$ cat src/rtl/mc_ctrl_pkg.sv
// Shared encodings for the multicycle controller: opcodes, FSM states,
// datapath select values and the bundled strobe word.
package mc_ctrl_pkg;

    localparam logic [2:0] OP_R    = 3'd0;
    localparam logic [2:0] OP_LW   = 3'd1;
    localparam logic [2:0] OP_SW   = 3'd2;
    localparam logic [2:0] OP_BEQ  = 3'd3;
    localparam logic [2:0] OP_J    = 3'd4;
    localparam logic [2:0] OP_ADDI = 3'd5;
    localparam logic [2:0] OP_BNE  = 3'd6;
    localparam logic [2:0] OP_HALT = 3'd7;

    typedef enum logic [3:0] {
        ST_FETCH   = 4'd0,
        ST_DECODE  = 4'd1,
        ST_MEMADR  = 4'd2,
        ST_MEMRD   = 4'd3,
        ST_MEMWB   = 4'd4,
        ST_MEMWR   = 4'd5,
        ST_REXE    = 4'd6,
        ST_RWB     = 4'd7,
        ST_BEQ     = 4'd8,
        ST_JMP     = 4'd9,
        ST_IEXE    = 4'd10,
        ST_IWB     = 4'd11,
        ST_BNE     = 4'd12,
        ST_HALT    = 4'd13,
        ST_ILLEGAL = 4'd14
    } state_e;

    localparam logic [1:0] ALUOP_ADD   = 2'b00;
    localparam logic [1:0] ALUOP_SUB   = 2'b01;
    localparam logic [1:0] ALUOP_FUNCT = 2'b10;

    localparam logic [1:0] SRCB_REG    = 2'b00;
    localparam logic [1:0] SRCB_FOUR   = 2'b01;
    localparam logic [1:0] SRCB_IMM    = 2'b10;
    localparam logic [1:0] SRCB_BOFF   = 2'b11;

    localparam logic [1:0] PCSRC_ALU    = 2'b00;
    localparam logic [1:0] PCSRC_ALUOUT = 2'b01;
    localparam logic [1:0] PCSRC_JUMP   = 2'b10;

    typedef struct packed {
        logic       pc_write;
        logic       pc_write_cond;
        logic       i_or_d;
        logic       mem_read;
        logic       mem_write;
        logic       ir_write;
        logic       mem_to_reg;
        logic       reg_write;
        logic       reg_dst;
        logic       alu_src_a;
        logic       branch_ne;
        logic [1:0] alu_op;
        logic [1:0] alu_src_b;
        logic [1:0] pc_source;
    } ctrl_t;

endpackage

$ cat src/rtl/mc_ctrl_outdec.sv
// Moore decode of controller state to datapath strobes; only the FETCH
// PC/IR writes depend on mem_ready, and reset forces everything idle.
module mc_ctrl_outdec
    import mc_ctrl_pkg::*;
(
    input  state_e state_i,
    input  logic   mem_ready_i,
    input  logic   reset_i,
    output ctrl_t  ctrl_o
);

    always_comb begin
        ctrl_o           = '0;
        ctrl_o.alu_op    = ALUOP_ADD;
        ctrl_o.alu_src_b = SRCB_REG;
        ctrl_o.pc_source = PCSRC_ALU;
        if (!reset_i) begin
            case (state_i)
                ST_FETCH: begin
                    ctrl_o.mem_read  = 1'b1;
                    ctrl_o.alu_src_b = SRCB_FOUR;
                    ctrl_o.ir_write  = mem_ready_i;
                    ctrl_o.pc_write  = mem_ready_i;
                end
                ST_DECODE: ctrl_o.alu_src_b = SRCB_BOFF;
                ST_MEMADR: begin
                    ctrl_o.alu_src_a = 1'b1;
                    ctrl_o.alu_src_b = SRCB_IMM;
                end
                ST_MEMRD: begin
                    ctrl_o.mem_read = 1'b1;
                    ctrl_o.i_or_d   = 1'b1;
                end
                ST_MEMWB: begin
                    ctrl_o.reg_write  = 1'b1;
                    ctrl_o.mem_to_reg = 1'b1;
                end
                ST_MEMWR: begin
                    ctrl_o.mem_write = 1'b1;
                    ctrl_o.i_or_d    = 1'b1;
                end
                ST_REXE: begin
                    ctrl_o.alu_src_a = 1'b1;
                    ctrl_o.alu_op    = ALUOP_FUNCT;
                end
                ST_RWB: begin
                    ctrl_o.reg_write = 1'b1;
                    ctrl_o.reg_dst   = 1'b1;
                end
                ST_IEXE: begin
                    ctrl_o.alu_src_a = 1'b1;
                    ctrl_o.alu_src_b = SRCB_IMM;
                    ctrl_o.alu_op    = ALUOP_ADD;
                end
                ST_IWB: ctrl_o.reg_write = 1'b1;
                ST_BEQ, ST_BNE: begin
                    ctrl_o.alu_src_a     = 1'b1;
                    ctrl_o.alu_op        = ALUOP_SUB;
                    ctrl_o.pc_write_cond = 1'b1;
                    ctrl_o.pc_source     = PCSRC_ALUOUT;
                    ctrl_o.branch_ne     = (state_i == ST_BNE);
                end
                ST_JMP: begin
                    ctrl_o.pc_write  = 1'b1;
                    ctrl_o.pc_source = PCSRC_JUMP;
                end
                default: ;
            endcase
        end
    end

endmodule

$ cat src/rtl/mc_control_fsm.sv
// Multicycle processor controller: state sequencing, retired-instruction
// counter and sticky HALT/ILLEGAL flags; strobes come from mc_ctrl_outdec.
module mc_control_fsm
    import mc_ctrl_pkg::*;
#(
    parameter int unsigned OPCODE_W    = 4,
    parameter int unsigned CNT_W       = 16,
    parameter bit          MEM_WAIT_EN = 1'b1
) (
    input  logic                clock,
    input  logic                reset,
    input  logic [OPCODE_W-1:0] opcode,
    input  logic                mem_ready,
    output logic                PCWrite,
    output logic                PCWriteCond,
    output logic                IorD,
    output logic                MemRead,
    output logic                MemWrite,
    output logic                IRWrite,
    output logic                MemtoReg,
    output logic                RegWrite,
    output logic                RegDst,
    output logic                ALUSrcA,
    output logic                BranchNe,
    output logic [1:0]          ALUOp,
    output logic [1:0]          ALUSrcB,
    output logic [1:0]          PCSource,
    output logic                halted,
    output logic                illegal_op,
    output logic [3:0]          state_out,
    output logic [CNT_W-1:0]    retired
);

    state_e             state_q, state_d;
    logic [CNT_W-1:0]   retired_q, retired_d;
    logic               halted_q, halted_d;
    logic               illegal_q, illegal_d;
    logic               mem_rdy;
    logic               retire;
    ctrl_t              ctrl;

    assign mem_rdy = MEM_WAIT_EN ? mem_ready : 1'b1;

    function automatic logic op_is(input logic [OPCODE_W-1:0] op, input logic [2:0] code);
        return op == OPCODE_W'(code);
    endfunction

    always_comb begin
        state_d = state_q;
        retire  = 1'b0;
        case (state_q)
            ST_FETCH:  if (mem_rdy) state_d = ST_DECODE;
            ST_DECODE: begin
                if (op_is(opcode, OP_LW) || op_is(opcode, OP_SW)) state_d = ST_MEMADR;
                else if (op_is(opcode, OP_R))    state_d = ST_REXE;
                else if (op_is(opcode, OP_BEQ))  state_d = ST_BEQ;
                else if (op_is(opcode, OP_J))    state_d = ST_JMP;
                else if (op_is(opcode, OP_ADDI)) state_d = ST_IEXE;
                else if (op_is(opcode, OP_BNE))  state_d = ST_BNE;
                else if (op_is(opcode, OP_HALT)) begin
                    state_d = ST_HALT;
                    retire  = 1'b1;
                end
                else state_d = ST_ILLEGAL;
            end
            ST_MEMADR: state_d = op_is(opcode, OP_LW) ? ST_MEMRD : ST_MEMWR;
            ST_MEMRD:  if (mem_rdy) state_d = ST_MEMWB;
            ST_MEMWR: begin
                if (mem_rdy) begin
                    state_d = ST_FETCH;
                    retire  = 1'b1;
                end
            end
            ST_REXE:   state_d = ST_RWB;
            ST_IEXE:   state_d = ST_IWB;
            ST_MEMWB, ST_RWB, ST_IWB, ST_BEQ, ST_BNE, ST_JMP: begin
                state_d = ST_FETCH;
                retire  = 1'b1;
            end
            ST_HALT, ST_ILLEGAL: state_d = state_q;
            default:   state_d = ST_FETCH;
        endcase

        retired_d = retired_q;
        if (retire) retired_d = retired_q + CNT_W'(1);
        halted_d  = halted_q  | (state_d == ST_HALT);
        illegal_d = illegal_q | (state_d == ST_ILLEGAL);
    end

    always_ff @(posedge clock or posedge reset) begin
        if (reset) begin
            state_q   <= ST_FETCH;
            retired_q <= '0;
            halted_q  <= 1'b0;
            illegal_q <= 1'b0;
        end else begin
            state_q   <= state_d;
            retired_q <= retired_d;
            halted_q  <= halted_d;
            illegal_q <= illegal_d;
        end
    end

    mc_ctrl_outdec u_outdec (
        .state_i     (state_q),
        .mem_ready_i (mem_rdy),
        .reset_i     (reset),
        .ctrl_o      (ctrl)
    );

    assign PCWrite     = ctrl.pc_write;
    assign PCWriteCond = ctrl.pc_write_cond;
    assign IorD        = ctrl.i_or_d;
    assign MemRead     = ctrl.mem_read;
    assign MemWrite    = ctrl.mem_write;
    assign IRWrite     = ctrl.ir_write;
    assign MemtoReg    = ctrl.mem_to_reg;
    assign RegWrite    = ctrl.reg_write;
    assign RegDst      = ctrl.reg_dst;
    assign ALUSrcA     = ctrl.alu_src_a;
    assign BranchNe    = ctrl.branch_ne;
    assign ALUOp       = ctrl.alu_op;
    assign ALUSrcB     = ctrl.alu_src_b;
    assign PCSource    = ctrl.pc_source;
    assign halted      = halted_q & ~reset;
    assign illegal_op  = illegal_q & ~reset;
    assign state_out   = state_q;
    assign retired     = retired_q;

endmodule
$ cat config.mk
export PLATFORM = sky130hd
export DESIGN_NAME = mc_control_fsm
export DESIGN_NICKNAME = d
export VERILOG_FILES = /design/src/rtl/mc_ctrl_pkg.sv /design/src/rtl/mc_ctrl_outdec.sv /design/src/rtl/mc_control_fsm.sv
export SDC_FILE = /design/constraint.sdc
export NUM_CORES = 1
export LEC_CHECK = 0
export CELL_PAD_IN_SITES_DETAIL_PLACEMENT = 1
export CELL_PAD_IN_SITES_GLOBAL_PLACEMENT = 1
export CORE_MARGIN = 4
export CORE_UTILIZATION = 25
export CTS_BUF_LIST = sky130_fd_sc_hd__clkbuf_16
export DETAILED_ROUTE_END_ITERATION = 8
export PLACE_DENSITY = 0.73
export SLEW_MARGIN = 20
export SYNTH_ARGS = -nofsm -noshare
export SYNTH_HDL_FRONTEND = slang
export SYNTH_SLANG_ARGS = --single-unit
export TNS_END_PERCENT = 10
$ cat constraint.sdc
create_clock -name clock -period 1.95 [get_ports clock]
set_input_delay 0.39 -clock clock [delete_from_list [all_inputs] [get_ports clock]]
set_output_delay 0.39 -clock clock [all_outputs]
set_load 0.05 [all_outputs]
=== Yosys cells after proc, flatten, opt, wreduce, memory -nomap -nowiden ===
Index checks and enable logic that the tools add are counted.

* Register bits: 22
* Output and inout bits: 39
* Latch bits: 0
* Bits of input ports: 7
* Logic and storage cells: 80
* ROM bits: 0
* Memories kept: 0
* Bits in writable memories: 0

* Shifts and indexed selects: 0
* Muxes and demuxes: 36
* Add/sub/neg operators: 1
* Equal/unequal tests: 23
* Bitwise logic cells: 5
* Multipliers: 0
* Magnitude comparators: 0
* Divide/modulo/power cells: 0
* Reductions and logical operators: 11

{| class="wikitable"
|+ Operators by type and width
! cell !! count
|-
| $eq 4x4->1 const B || 9
|-
| $eq 4x3->1 const B || 8
|-
| $pmux 4 s8 || 1
|-
| $mux 4 || 5
|-
| $mux 1 || 18
|-
| $mux 17 || 1
|-
| $add 16x1->16 const B || 1
|-
| $eq 4x2->1 const B || 4
|-
| $mux 3 || 4
|-
| $reduce_or 2->1 || 5
|-
| $eq 4x1->1 const B || 2
|-
| $logic_not 4->1 || 2
|-
| $pmux 2 s2 || 2
|-
| $pmux 2 s3 || 1
|-
| $reduce_or 6->1 || 1
|-
| $reduce_or 5->1 || 1
|-
| $mux 2 || 2
|-
| $pmux 1 s3 || 1
|-
| $reduce_or 3->1 || 1
|-
| $and 1x1->1 || 2
|-
| $or 1x1->1 || 2
|-
| $pmux 1 s2 || 1
|-
| $logic_or 1x1->1 || 1
|-
| $not 1->1 || 1
|}

=== Logic depth before layout (Yosys ltp) ===
* Depth after elaboration: 11
* Depth in mapped cells: 7

=== Cells and area by module ===
A second synthesis with hierarchy kept.

* Cell total of the unflattened synthesis: 153
* Area total of the unflattened synthesis: 1503.9 sq um

{| class="wikitable"
|+ Modules (own cells, without submodules)
! module !! cells an instance !! sequential area each (sq um) !! area an instance (sq um) !! times used
|-
| mc_control_fsm || 117 || 550.5 || 1253.7 || 1
|-
| mc_ctrl_outdec || 36 || 0.0 || 250.2 || 1
|}

=== Least setup slack after synthesis ===
OpenSTA, ideal clock, no wires.

* Path kind: input-to-output
* Start point: in reset
* End point: out PCWrite
* Buffers on the path: 1
* Data required time: 1.560 ns
* Arrival time: 2.828 ns
* Stages on the path: 5
* Slack: -1.268 ns
* Path through: clkbuf_1 inv_1 nand2_1 nor3_1 or2_2

* Longest elaborated chain between the ends: 1

{| class="wikitable"
|+ Ends and longest elaborated chain
! element !! line !! RTL
|-
| start: declaration || mc_control_fsm.sv:11 || <nowiki>input logic reset,</nowiki>
|-
| $mux 17 || mc_ctrl_outdec.sv:17 || <nowiki>if (!reset_i) begin</nowiki>
|-
| end: declaration || mc_control_fsm.sv:14 || <nowiki>output logic PCWrite,</nowiki>
|}

Every way passes these cells.

=== Worst setup path in the final report ===
* Start point: in opcode[3]
* End point: reg illegal_q

* Longest elaborated chain between the ends: 11

{| class="wikitable"
|+ Ends and longest elaborated chain
! element !! line !! RTL
|-
| start: declaration || mc_control_fsm.sv:12 || <nowiki>input logic [OPCODE_W-1:0] opcode,</nowiki>
|-
| $eq 4x3->1 || mc_control_fsm.sv:45 || <nowiki>return op == OPCODE_W'(code);</nowiki>
|-
| $mux 2 || mc_control_fsm.sv:60 || <nowiki>else if (op_is(opcode, OP_HALT)) begin</nowiki>
|-
| $mux 2 || mc_control_fsm.sv:59 || <nowiki>else if (op_is(opcode, OP_BNE)) state_d = ST_BNE;</nowiki>
|-
| $mux 3 || mc_control_fsm.sv:58 || <nowiki>else if (op_is(opcode, OP_ADDI)) state_d = ST_IEXE;</nowiki>
|-
| $mux 3 || mc_control_fsm.sv:57 || <nowiki>else if (op_is(opcode, OP_J)) state_d = ST_JMP;</nowiki>
|-
| $mux 3 || mc_control_fsm.sv:56 || <nowiki>else if (op_is(opcode, OP_BEQ)) state_d = ST_BEQ;</nowiki>
|-
| $mux 4 || mc_control_fsm.sv:55 || <nowiki>else if (op_is(opcode, OP_R)) state_d = ST_REXE;</nowiki>
|-
| $mux 4 || mc_control_fsm.sv:54 || <nowiki>if (op_is(opcode, OP_LW) || op_is(opcode, OP_SW)) state_d = ST_MEMADR;</nowiki>
|-
| $pmux 4 s8 (*) || mc_control_fsm.sv:51 || <nowiki>case (state_q)</nowiki>
|-
| $eq 4x4->1 (*) || mc_control_fsm.sv:87 || <nowiki>illegal_d = illegal_q | (state_d == ST_ILLEGAL);</nowiki>
|-
| $or 1x1->1 (*) || mc_control_fsm.sv:87 ||
|-
| net illegal_d || mc_control_fsm.sv:37 || <nowiki>logic illegal_q, illegal_d;</nowiki>
|-
| end signal: assignment || mc_control_fsm.sv:100 || <nowiki>illegal_q <= illegal_d;</nowiki>
|-
| end: declaration || mc_control_fsm.sv:37 ||
|}

Mark *: on every way through the listed nets, which the timed path passes. The rest lies on a longest branch.
A chain may end at the register's enable or synchronous reset.

==> summary.txt <==
Yosys
  – Syn_area_per_cell: 9.12 sq um
  – Number of synthesized flops with an enable pin: 0
  – Mapped cell area: 1560 sq um
  – Register area share after synthesis: 35.3%
  – Post-Syn Instances: 171
  – Synthesized flop and latch total: 22
  – Synth Net Count: 179
  – Ys Warns: 0
  – Main synth FF type: dfrtp_1
  – Synth async-reset ratio: 100%
  – Distinct cell type count after synthesis: 46

Worst setup path
  – Type of the worst setup path: primary input to flop
  – CP max stage cell: clkdlybuf4s50_1
  – CP Cell Sequence: clkdlybuf4s50_1 > nor4b_1 > buf_4 > o21ai_1 > o21a_1 > o41ai_2
  – Worst endpoint required time: 2.10 ns
  – Crit path launch type: primary input
  – Critical path arrival: 2.08 ns
  – Worst reg-to-reg path cell count: 7
  – Worst stage delay on the critical path: 0.47 ns
  – CP endpoint kind: flop
  – Maximum net fanout on the critical path: 3

Cells and area
  – Ant. Diodes: 0
  – Share of cells above drive strength 1: 47.5%
  – Filler cells: 679
  – Synth-to-layout area growth: 72.3%
  – Final instance area: 2690 sq um
  – Fin nets: 247

CTS
  – H-tree depth: 1
  – Clk sinks: 22
  – CTS tree: built
  – Max clock buf depth: 2
  – CTS root buf: clkbuf_16
  – Clk_lat worst skew: 0.25 ns
  – Cts bufs inserted: 3
  – Clock transition at path regs: 0.06 ns

Drt
  – Pre-antenna DRT Iters: 4
  – 1st-iter DRT viols: 41
  – Total wire length: 5040 microns
  – Final ANT Viol Nets: 0
  – Routed len/inst: 16.1 microns
  – Via density: 5.09
  – Via count: 1593
  – Drt drc: 0

Global routing
  – Global Route Usage Sum: 13.3%
  – Initial antenna violation count: 0
  – Vias in the first global route: 1713
  – Grt total ovfl: 0
  – First-pass GRT wire length: 8220 microns
  – Largest net degree at the start of global routing: 23

STA
  – Maximum operating frequency: 518 MHz
  – Worst slew pin tran: 0.499 ns
  – Tcrit/Tclk final: 99.1%
  – Worst hold slack: 0.466 ns
  – Clk_skew: 0.00447 ns
  – Setup Viol. Count Final: 0
  – Worst slew margin: 66.7%
  – Final Hold Fails: 0
  – Setup ws final: 0.0182 ns
  – Slew Limit Fails: 0
  – Final setup TNS: 0 ns
  – Post-layout min period: 1.93 ns
  – RSZ-0062 raised after global routing: yes

Power and ir drop
  – Combinational power share: 68.2%
  – Pint: 2.31 mW
  – P per Cell Area: 1740 nW/um^2
  – VDD IR max: 0.958 mV
  – Clk network pwr share: 12.2%
  – LEAKAGE: 1.12 nW
  – P_sw: 2.37 mW
  – Sw frac: 50.6%
  – Sequential Power Share: 19.6%

Die
  – Chip Width: 87 microns
  – Die Area: 7570 sq um
  – Rows: 28
  – Core ar.: 5990 sq um
  – Die H: 87 microns
  – Initial cell density of the core: 26.0%
  – I/O pin total: 46

Placement
  – IO buf count: 45
  – GP Congestion: 0.782
  – Post-place instance area: 2430 sq um
  – Post-DP HPWL: 3830 microns
  – DP Worst Slack: -0.318 ns

Hold path
  – Hold crit path type: flop to flop
  – Hold depth: 2

Run status
  – Outcome: finished, final reports clean

Job
  – Max_cap viols: 0
-- logic make-up after synthesis --
kind of cell,Yosys count,share of synthesized area [%]
multiplexers,2,1.36
XOR/XNOR,18,10.1
AO/OA/AOI/OAI,36,17.9
buffers and inverters,27,9.06
flip-flops,22,35.3
AND/OR/NAND/NOR,65,25.5
adder cells (fa/ha/maj),1,0.802
-- area by class of cell --
class	count	area [sq um]	share of cell area [%]
Timing Repair Buffer	79	842	31.3
Clock inverter	1	30.0	1.12
Clock buffer	3	75.1	2.79
Inverter	11	45.0	1.68
Multi-Input combinational cell	122	1050	38.9
Tap cell	75	93.8	3.49
Sequential cell	22	556	20.7
-- critical path: cells and delay by family --
family,cells,cell delay [ns]
buf+inv,2,0.66
simple gates,1,0.41
compound gates,3,0.62
-- repair_timing --
item	in CTS	in global routing
pin swaps	1	3
hold buffers	0	0
endpoints found under the setup margin	18	21
buffers inserted	4	1
resized for setup	15	9
cloned	0	0
-- metrics by stage --
| stage | instances | utilization (%) | total power, mW |
|---|---|---|---|
| detailed placement | 304 | 40.6 | 3.89 |
| floorplan | 171 | - | 2.80 |
| CTS | 312 | 44.0 | 4.64 |
| global placement | 304 | 40.6 | 3.82 |
| finish | 313 | 44.9 | 4.67 |
| global route | 313 | 44.9 | 4.93 |
-- final timing paths --
| kind | start | to | slack (ns) |
|---|---|---|---|
| worst max-delay path | opcode[3] | illegal_q | 0.02 |
| worst min-delay path | halted_q | halted_q | 0.47 |
| worst max register to register | state_out[3] | retired[3] | 0.06 |
| worst min register to register | halted_q | halted_q | 0.47 |
| max in group asynchronous | reset | state_out[3] | 1.09 |
| min in group asynchronous | reset | retired[11] | 0.61 |
-- sequential cells by signal, indices dropped and copies added, names as in the netlist --
| signal | cells |
|---|---|
| retired | 16 |
| state_out | 4 |
| halted_q | 1 |
| illegal_q | 1 |
-- power groups by stage --
| stage | Combinational, mW | Sequential (mW) | Clock, mW |
|---|---|---|---|
| 6_report | 3.19 | 0.915 | 0.569 |
| 5_1_grt | 3.37 | 0.952 | 0.615 |
| 4_1_cts | 3.16 | 0.904 | 0.581 |
| 2_1_floorplan | 1.32 | 1.48 | 0 |
| 3_5_place_dp | 2.97 | 0.926 | 0 |
| 3_3_place_gp | 2.90 | 0.917 | 0 |
-- routing by layer --
layer	part of all wire (%)	up-vias	GRT usage, %	routed length [microns]
met5	0	-	0	0
met4	1.3	0	3.82	63
met3	3.6	6	1.99	182
met2	51	38	23.3	2560
met1	44	790	16.9	2240
li1	-	759	-	-
-- placed cells by master (no fill, tap or decap), drive strengths merged, types with 3 or more instances in the layout --
cell	n
buf	72
dfrtp	22
xor2	15
nor2	11
inv	10
a311oi	9
nand2	8
nand3	7
a31oi	7
nand4	7
and3	7
o21ai	6
nor3	6
clkdlybuf4s50	4
a211oi	3
clkbuf	3
nor2b	3
xnor2	3
nor4b	3
nand2b	3
-- cell usage after synthesis, drive strengths merged, types with 2 or more instances --
library cell,count,share of area [%]
a31oi,7,2.8
o21ai,6,1.9
and3,7,2.8
o41ai,2,1.1
nand2,8,1.9
and4b,2,1.3
a311oi,9,5.9
nor4b,3,2.6
a211oi,3,1.4
dfrtp,22,35
inv,11,2.6
nor2b,3,1.2
a21boi,2,0.96
nor2,11,2.6
o21bai,2,0.96
clkbuf,4,1.0
nor3,6,1.9
nand4,7,3.8
xor2,15,8.4
buf,12,5.4
nand3,7,2.2
or2,2,0.80
nand2b,3,1.2
xnor2,3,1.7
(Power assumes the default switching activity.)
